===== config.mk =====
export PLATFORM = sky130hd
export DESIGN_NAME = filt_outbuf
export DESIGN_NICKNAME = d
export VERILOG_FILES = /design/src/rtl/filt_outbuf.sv
export SDC_FILE = /design/constraint.sdc
export NUM_CORES = 1
export LEC_CHECK = 0
export ABC_AREA = 1
export BUFFER_PORTS_ARGS = -buffer_cell sky130_fd_sc_hd__buf_4
export CAP_MARGIN = 20
export CORE_UTILIZATION = 30
export CTS_CLUSTER_SIZE = 30
export DETAILED_ROUTE_END_ITERATION = 7
export PLACE_DENSITY_LB_ADDON = 0.1
export SKIP_CTS_REPAIR_TIMING = 1
export SYNTH_ARGS = -nofsm -noshare
export SYNTH_HDL_FRONTEND = slang
export SYNTH_SLANG_ARGS = --single-unit

===== constraint.sdc =====
create_clock -name clk -period 2.1 [get_ports clk]
set_input_delay 0 -clock clk [delete_from_list [all_inputs] [get_ports clk]]
set_output_delay 0 -clock clk [all_outputs]
set_load 0.05 [all_outputs]

===== src/rtl/filt_outbuf.sv =====
// filt_outbuf: round/saturate the 40-bit FIR output to OW bits and buffer it in a show-ahead FIFO
// ports: clk; reset (async, active-low); pushin/din sample in; stopin downstream not ready;
//        pushout/dout sample out (consumed when pushout=1); level occupancy; ovf/sat sticky flags
module filt_outbuf #(
  parameter int DEPTH = 8,
  parameter int SHIFT = 16,
  parameter int OW = 24
) (
  input  logic                     clk,
  input  logic                     reset,
  input  logic                     pushin,
  input  logic [39:0]              din,
  input  logic                     stopin,
  output logic                     pushout,
  output logic [OW-1:0]            dout,
  output logic [$clog2(DEPTH):0]   level,
  output logic                     ovf,
  output logic                     sat
);
  localparam int AW = $clog2(DEPTH);
  localparam logic [AW:0] FULL = (AW+1)'(DEPTH);
  localparam logic signed [40:0] HALF = 41'sd1 <<< (SHIFT-1);
  localparam logic signed [40:0] MAXV = (41'sd1 <<< (OW-1)) - 41'sd1;
  localparam logic signed [40:0] MINV = -(41'sd1 <<< (OW-1));
  logic signed [40:0] r;
  logic hi, lo, s1_v, wr;
  logic [OW-1:0] res, s1_d;
  logic [OW-1:0] mem [DEPTH];
  logic [AW-1:0] wr_ptr, rd_ptr;
  always_comb begin
    r = ($signed({din[39], din}) + HALF) >>> SHIFT;
    hi = r > MAXV;
    lo = r < MINV;
    res = hi ? {1'b0, {(OW-1){1'b1}}} : lo ? {1'b1, {(OW-1){1'b0}}} : r[OW-1:0];
  end
  // a write into a full FIFO is still accepted when the head leaves in the same cycle
  assign pushout = |level & ~stopin;
  assign wr = s1_v & ((level != FULL) | pushout);
  assign dout = mem[rd_ptr];
  always_ff @(posedge clk or negedge reset) begin
    if (!reset) begin
      s1_v <= 1'b0;
      s1_d <= '0;
      sat <= 1'b0;
      ovf <= 1'b0;
      wr_ptr <= '0;
      rd_ptr <= '0;
      level <= '0;
      for (int i = 0; i < DEPTH; i++) mem[i] <= '0;
    end else begin
      s1_v <= pushin;
      if (pushin) s1_d <= res;
      if (pushin & (hi | lo)) sat <= 1'b1;
      if (s1_v & ~wr) ovf <= 1'b1;
      if (wr) begin
        mem[wr_ptr] <= s1_d;
        wr_ptr <= wr_ptr + 1'b1;
      end
      if (pushout) rd_ptr <= rd_ptr + 1'b1;
      level <= (wr & ~pushout) ? level + 1'b1 : (~wr & pushout) ? level - 1'b1 : level;
    end
  end
endmodule


==> results of run 1 <==
-- synthesized netlist by cell type (7+ instances only) --
master    instances  share of area [%]
nand2_1         306                 10
o21ai_0         266                 12
dfrtp_1         229                 52
nor2_1          208                7.1
inv_1            48                1.6
clkbuf_1         45                1.5
o21ai_1          26                1.2
a31oi_1          25                1.4
o22ai_1          24                1.4
buf_2            18               0.82
buf_6            15                1.5
nand2_2          14               0.80
xor2_1           12               0.96
nor2_2            8               0.46
xnor2_1           8               0.64
nand3_1           7               0.32
nand4_2           7               0.80
-- registers in the layout (all words and copies together) (netlist names) --
| signal | cells |
|---|---|
| mem | 192 |
| s1_d | 24 |
| level | 4 |
| rd_ptr | 3 |
| wr_ptr | 3 |
| ovf | 1 |
| s1_v | 1 |
| sat | 1 |
-- kinds of logic (layout without fill, tap and decap cells) --
group / Yosys count / count (layout) / synth area share [%]
AO/OA/AOI/OAI: 358 / 358 / 17.55
XOR/XNOR: 20 / 20 / 1.600
adder cells (fa/ha/maj): 7 / 7 / 0.8684
buffers and inverters: 136 / 235 / 6.250
flip-flops: 229 / 229 / 52.33
AND/OR/NAND/NOR: 567 / 567 / 21.40
-- power groups by stage --
stage / sequential [mW] / clock (mW) / combinational (mW)
after detailed placement: 7.36 / 0 / 9.92
after global routing: 7.60 / 4.99 / 12.5
after global placement: 7.33 / 0 / 9.85
after CTS: 7.30 / 4.81 / 9.94
after floorplan: 7.27 / 0 / 6.80
final: 7.36 / 4.68 / 11.3
-- worst min-delay path by stage --
stage	startpoint	end	slack, ns
after floorplan	reset	level[0]	-0.30
after global placement	reset	mem[6]	-0.003
after detailed placement	reset	mem[174]	-0.007
after CTS	reset	mem[148]	-0.57
after global routing	din[20]	s1_d[4]	0.005
final	din[17]	s1_d[1]	-0.07
-- worst max-delay path, delay by kind of cell, from the launching register on --
family | cells | cell delay (ns)
flops | 1 | 0.56
buf+inv | 3 | 0.56
compound gates | 2 | 0.38
simple gates | 2 | 0.10
-- per-stage QoR --
| stage | std cells | utilization, % | cell area [sq um] | setup WS, ns |
|---|---|---|---|---|
| final | 1877 | 38.32 | 13700 | -0.04633 |
| after floorplan | 1317 | - | 10990 | -0.2439 |
| after global placement | 1784 | 33.54 | 11990 | 0.07941 |
| after CTS | 1833 | 36.04 | 12880 | -0.2454 |
| after global routing | 1877 | 38.32 | 13700 | -0.1182 |
| after detailed placement | 1784 | 33.54 | 11990 | 0.07533 |
-- per-layer routing --
metal  vias to the layer above  GRT usage, %  routed length, microns
li1                       4502             -                       -
met1                      4267         23.78                   16190
met2                       146         26.80                   15230
met3                        39         2.136                    1084
met4                         0         3.786                     534
met5                         -             0                       0
-- cell type report --
type	count	area, sq um
clock buffer	40	794.5
clock inverter	9	98.84
tap	461	576.8
multi-input combinational	952	4686
inverter	51	210.2
sequential	229	5741
timing repair buffer	135	1589
fill	3781	22050
==> results.toml, run 1 <==
[status]
status = "finished with violations"
violations = "DRC, hold timing, setup timing"

[synth]
ys_ff_latch = 229
synth_cell_types = 36
ys_warn_count = 0
syn_nets = 1368
synth-edff-count = 0
syn_area_per_cell_sq_um = 8.315
synthesis.area_sq_um = 10950
async_flop_share_pct = 100.0
syn_inst = 1317
synth_seq_area_share_pct = 52.33
ys_dominant_reg_cell = "dfrtp_1"

[sta]
setup_violations = 11
hold_viol_final = 5
slew-limit-headroom_pct = 64.51
period_minus_slack_ns = 2.146
fin_crit_sh_pct = 102.2
worstMarginPinSlew_ns = 0.5323
fmax_ghz = 0.4659
fin_worst_skew_ns = 0.01334
setup_ws_ns = -0.04633
drv_slew = 0
fin_tns_setup_ns = -0.2769
hold_slack_ns = -0.07205
rsz0062_at_grt = "yes"

[setup_path]
critPathCapture = "dout[23]"
startpoint_type = "flop"
critPathArrivalTime_ns = 2.15
max_stage_delay_ns = 0.56
reg2reg_depth = 13
cp_max_fo = 9
reg2reg_from = "level[1]"
crit_type = "flop to output port"
critPathCaptureType = "output port"
crit_start = "rd_ptr[0]"
cp_cell_sequence = "clkinv_8, clkbuf_16, nor2_1, o22ai_1, nor2_1, a31oi_1, buf_4"
reg2reg_setup_slack_ns = 0.13
worst_ep_required_time_ns = 2.10
crit_top_cell = "nor2_1"
timing.rr.end = "level[3]"
crit_slowest_cell = "dfrtp_4"

[global_route]
grt_pass1_vias = 8650
grt_pass1_wl_microns = 48530
overflow = 0
antenna_found_initial = 0
grt_max_degree = 61
track_usage_pct = 16.66

[clock_network]
cts_max_level = 1
cts_buffers = 27
cts.sinks = 229
path_clk_slew_ns = 0.06
cts_buffer_depth = 3
ctsRootBufferMaster = "clkbuf_16"
worstSkewPairLatency_ns = 0.54
cts_tree = "done"

[job]
cap_violations = 0

[worst_hold_path]
hold_class = "input pin to flop"
min_path_cells = 5

[power_and_ir_drop]
p_clk_share_pct = 20.1
ir_drop_uv = 691.5
intPower_mw = 13.36
power_switching_mw = 10.00
p_leak_nw = 6.381
comb_power_share_pct = 48.4
power_mw = 23.36
p_seq_share_pct = 31.5
power_density_nw_per_um2 = 1706
p_sw_share_pct = 42.82

[placement]
portBuffers = 59
dp_hpwl_microns = 17920
gp_routability_congestion = 0.7728

[drt]
wirelength_microns = 33040
viasPerCell = 4.770
vias = 8954
drtIter0Drc = 420
route.detailed.drc = 2
drtAntennaViolNets = 0
wire_per_inst_microns = 17.60
drtPass1Iterations = 7

[final_layout]
layout-drive-gt1-share_pct = 17.09
area_delta_synth_final_pct = 25.07
final_cell_mix = "nand2_1 (305), o21ai_0 (255), dfrtp_1 (223)"
finalNetCount = 1447
n_antenna_cell = 0
final_common_cell = "nand2_1"

[floorplanning]
die-width_microns = 193.1
row_count = 69
core-area_sq_um = 35740
die_area_sq_um = 37270
ios = 75
start_util_pct = 30.64
dieHeight_microns = 193.1
(Power assumes the default switching activity.)
==> run 2: changes to the inputs <==
--- a/config.mk
+++ b/config.mk
@@ -11,6 +11,7 @@
 export CORE_UTILIZATION = 30
 export CTS_CLUSTER_SIZE = 30
 export DETAILED_ROUTE_END_ITERATION = 7
+export HOLD_SLACK_MARGIN = 0.15
 export PLACE_DENSITY_LB_ADDON = 0.1
 export SKIP_CTS_REPAIR_TIMING = 1
 export SYNTH_ARGS = -nofsm -noshare
==> run 2 against run 1 <==
Compared with the run above:
- setup slack gained 0.0036 ns
- worst hold slack gained 0.15 ns
- critical path type unchanged
- largest power group unchanged
- core utilization increased by 0.34 points
- register-to-register slack about the same
- global-route usage stayed put
- the flow finishes with violations (DRC, setup timing)
- clock-buffer cell count unchanged
- clock skew up 0.00053 ns
- die area stayed put
==> results.toml, run 2 (same netlist as run 1, synthesis figures left out) <==
[status]
status = "finished with violations"
violations = "DRC, setup timing"

[final_layout]
final-seq-area_sq_um = 5741
num-fill-cells = 3770
top_register = "mem"
n_antenna_cell = 0
largest_reg_flops = 192
final_common_cell = "nand2_1"
top_regs = "mem x192, s1_d x24, level x4"
finalNetCount = 1459
area_delta_synth_final_pct = 26.17
final_cell_mix = "nand2_1 (305), o21ai_0 (255), dfrtp_1 (223)"
multi_input_area_sq_um = 4686
layout-drive-gt1-share_pct = 16.95

[setup_path]
crit_slowest_cell = "dfrtp_4"
cp_cell_sequence = "clkinv_8, buf_12, o21ai_0, o22ai_1, nor2_1, a31oi_2, buf_6"
crit_type = "flop to output port"
critPathCaptureType = "output port"
cp_max_fo = 9
startpoint_type = "flop"
max_stage_delay_ns = 0.56
worst_ep_required_time_ns = 2.10
critPathBufInv = 3
critPathTopFamily = "flip-flops"
critPathArrivalTime_ns = 2.14

[drt]
vias = 9019
wire_per_inst_microns = 17.53
route.detailed.drc = 2
viasPerCell = 4.774
drtAntennaViolNets = 0
drtIter0Drc = 432
wirelength_microns = 33120
drtPass1Iterations = 7

[floorplanning]
die-width_microns = 193.1
start_util_pct = 30.64
ios = 75
dieHeight_microns = 193.1
core-area_sq_um = 35740
row_count = 69
die_area_sq_um = 37270

[clock_network]
cts.sinks = 229
worstSkewPairLatency_ns = 0.54
path_clk_slew_ns = 0.06
cts_buffers = 27
ctsRootBufferMaster = "clkbuf_16"
cts_tree = "done"
cts_max_level = 1
cts_buffer_depth = 3

[power_and_ir_drop]
power_density_nw_per_um2 = 1692
p_leak_nw = 6.432
ir_drop_uv = 692.2

[global_route]
overflow = 0
grt_pass1_wl_microns = 48530
grt_max_degree = 61
grt_pass1_vias = 8650
antenna_found_initial = 0
track_usage_pct = 16.66

[placement]
portBuffers = 59
dp_hpwl_microns = 17920
gp_routability_congestion = 0.7728

[sta]
fin_worst_skew_ns = 0.01387
fmax_ghz = 0.4667
setup_ws_ns = -0.04271
slew-limit-headroom_pct = 64.51
hold_viol_final = 0
worstMarginPinSlew_ns = 0.5324
drv_slew = 0
period_minus_slack_ns = 2.143
setup_violations = 10
rsz0062_at_grt = "yes"
fin_tns_setup_ns = -0.2183
hold_slack_ns = 0.07614
fin_crit_sh_pct = 102.0

[worst_hold_path]
hold_class = "input pin to flop"

[job]
cap_violations = 0
## run 2: cell count changes in the layout (fill, tap and decap cells not counted), sizes merged
| cell | delta |
|---|---|
| dlygate4sd3 | +12 |
## run 2: through the flow
step / utilization (%) / area (sq um) / instances / setup WS [ns] / power (mW)
finish: 38.65 / 13820 / 1889 / -0.04271 / 23.37
global route: 38.65 / 13820 / 1889 / -0.1182 / 25.08
CTS: 36.04 / 12880 / 1833 / -0.2454 / 22.04
detailed placement: 33.54 / 11990 / 1784 / 0.07533 / 17.28
global placement: 33.54 / 11990 / 1784 / 0.07941 / 17.18
floorplan: - / 10990 / 1317 / -0.2439 / 14.07
## run 2: metal layers
layer | vias up | GRT usage [%] | part of all wire (%)
met5 | - | 0 | 0
met4 | 0 | 3.786 | 1.6
met3 | 39 | 2.136 | 3.1
met2 | 143 | 26.80 | 46
met1 | 4310 | 23.78 | 49
li1 | 4527 | - | -
## run 2: final timing paths
check / start / depth (start not counted) / to / slack [ns]
hold reg to reg: mem[64] / 2 / mem[64] / 0.48
min in group asynchronous: reset / 3 / mem[174] / 0.54
setup reg to reg: level[1] / 13 / level[3] / 0.13
setup / recovery: rd_ptr[0] / 7 / dout[11] / -0.04
hold / removal: din[15] / 6 / s1_d[1] / 0.08
max in group asynchronous: reset / 4 / s1_d[10] / 0.84
## run 2: report_power, final
part           switching, mW  internal, mW  leakage (nW)
combinational           7.11          4.23          3.17
clock                   1.83          2.85         0.446
sequential              1.06          6.29          2.82
total                   10.0          13.4          6.43
## run 2: area by class of cell
cell class	count	share of cell area [%]
clock inverters	9	0.7154
repair buffers	147	12.37
well taps	461	4.175
clock buffers	40	5.751
flip-flops and latches	229	41.55
multi-input cells	952	33.92
inverters	51	1.521
## run 2: worst register-to-register path, cell delays in order (launching register included)
cell	delay (ns)
dfrtp_2	0.42
nor2_4	0.17
nand4_4	0.09
nand2_2	0.10
inv_2	0.06
ha_4	0.17
inv_4	0.06
ha_4	0.18
a21o_1	0.15
a21oi_2	0.14
nand2_1	0.07
nand2_1	0.05
nor2_1	0.04
xor2_1	0.15
==> run 3: changes to the inputs <==
--- a/config.mk
+++ b/config.mk
@@ -8,6 +8,7 @@
 export ABC_AREA = 1
 export BUFFER_PORTS_ARGS = -buffer_cell sky130_fd_sc_hd__buf_4
 export CAP_MARGIN = 20
+export CORE_MARGIN = 5
 export CORE_UTILIZATION = 30
 export CTS_CLUSTER_SIZE = 30
 export DETAILED_ROUTE_END_ITERATION = 7
==> run 3 against run 2 <==
Compared with the run above:
- the run ends with setup timing left
- total power increased by 1.7%
- sequential power about the same
- setup slack improved by 0.024 ns
- non-clock buffer count increased by 12
- register-to-register slack improved by 0.03 ns
- highest routed layer unchanged
==> results.toml, run 3 (same netlist as run 1, synthesis figures left out) <==
[setup_path]
reg2reg_setup_slack_ns = 0.16
reg2reg_depth = 13
cp_max_fo = 12
timing.rr.end = "level[3]"
startpoint_type = "flop"
reg2reg_from = "level[1]"
critPathArrivalTime_ns = 2.12
crit_type = "flop to output port"
critPathCaptureType = "output port"
worst_ep_required_time_ns = 2.10

[global_route]
grt_pass1_vias = 8701
antenna_found_initial = 0
track_usage_pct = 14.90
grt_max_degree = 64
overflow = 0
grt_pass1_wl_microns = 49420

[drt]
wire_per_inst_microns = 17.11
vias = 8954
drtAntennaViolNets = 0
drtPass1Iterations = 4
wirelength_microns = 32680
route.detailed.drc = 0
drtIter0Drc = 486
viasPerCell = 4.688

[clock_network]
cts_buffers = 27
cts_tree = "done"
ctsRootBufferMaster = "clkbuf_16"
cts_max_level = 1
cts.sinks = 229
worstSkewPairLatency_ns = 0.53
cts_buffer_depth = 3
path_clk_slew_ns = 0.06

[sta]
drv_slew = 0
fin_tns_setup_ns = -0.02723
fin_worst_skew_ns = 0.008517
worstMarginPinSlew_ns = 0.5475
setup_ws_ns = -0.01913
slew-limit-headroom_pct = 63.46
setup_violations = 3
hold_slack_ns = 0.2953
hold_viol_final = 0
rsz0062_at_grt = "yes"
fin_crit_sh_pct = 100.9
period_minus_slack_ns = 2.119
fmax_ghz = 0.4719

[final_layout]
area_delta_synth_final_pct = 27.17
final_cell_mix = "nand2_1 (305), o21ai_0 (244), dfrtp_1 (223)"
layout-drive-gt1-share_pct = 18.18
top_regs = "mem x192, s1_d x24, level x4"
num-fill-cells = 3715
postLayoutCellArea_sq_um = 13930
finalNetCount = 1472
top_register = "mem"
largest_reg_flops = 192
final_common_cell = "nand2_1"

[floorplanning]
start_util_pct = 30.13
core-area_sq_um = 36350
die-width_microns = 201.1
dieHeight_microns = 201.1
row_count = 70
die_area_sq_um = 40420
ios = 75

[power_and_ir_drop]
power_mw = 23.77
p_leak_nw = 6.494
power_density_nw_per_um2 = 1707
ir_drop_uv = 589.8

[placement]
portBuffers = 59
placed_cell_area_sq_um = 12010
dp_hpwl_microns = 19250
pre_cts_ws_ns = 0.06179
gp_routability_congestion = 0.7872

[worst_hold_path]
hold_class = "input pin to flop"
hold_end = "s1_v"
min-delay-start = "pushin"
min_path_cells = 2

[job]
cap_violations = 0

[status]
status = "finished with violations"
violations = "setup timing"
-- run 3: power breakdown --
group          switching (mW)  total (mW)  internal, mW
clock                    1.85        5.11          3.26
combinational            7.04        11.3          4.27
sequential               1.07        7.36          6.29
total                    9.95        23.8          13.8
-- run 3: per-layer routing --
layer	wire length [microns]	GRT usage, %	part of all wire (%)
met1	16240	21.71	50
met2	15010	23.85	46
met3	1068	2.165	3.3
met4	367	2.827	1.1
met5	0	0	0
-- run 3: layout make-up --
type                    instances  area, sq um  area share [%]
repair inverters                1        6.256         0.04492
inverters                      51        203.9           1.465
repair buffers                159         1718           12.34
clock buffers                  37        763.2           5.481
flip-flops and latches        229         5738           41.20
multi-input cells             952         4696           33.72
well taps                     468        585.6           4.205
diodes                          1        2.502         0.01797
clock inverters                12        212.7           1.527
-- run 3: worst max path at each step --
stage	start	endpoint	slack [ns]
global route	rd_ptr[0]	dout[11]	-0.11
floorplan	level[2]	level[3]	-0.24
CTS	rd_ptr[1]	dout[5]	-0.28
detailed placement	level[0]	level[3]	0.06
global placement	level[0]	level[3]	0.08
finish	rd_ptr[1]	dout[17]	-0.02
-- run 3: through the flow --
step / instances / util [%]
6_report: 1910 / 38.31
3_5_place_dp: 1800 / 33.04
3_3_place_gp: 1800 / 33.04
5_1_grt: 1909 / 38.31
4_1_cts: 1849 / 35.73
2_1_floorplan: 1317 / -
-- run 3: worst max-delay path: stages, from the launching register on --
cell and delay, ns:
dfrtp_2 0.48, buf_12 0.16, clkbuf_16 0.18, o21ai_0 0.09, o22ai_1 0.16, nor2_1 0.06, a31oi_1 0.21, buf_4 0.25
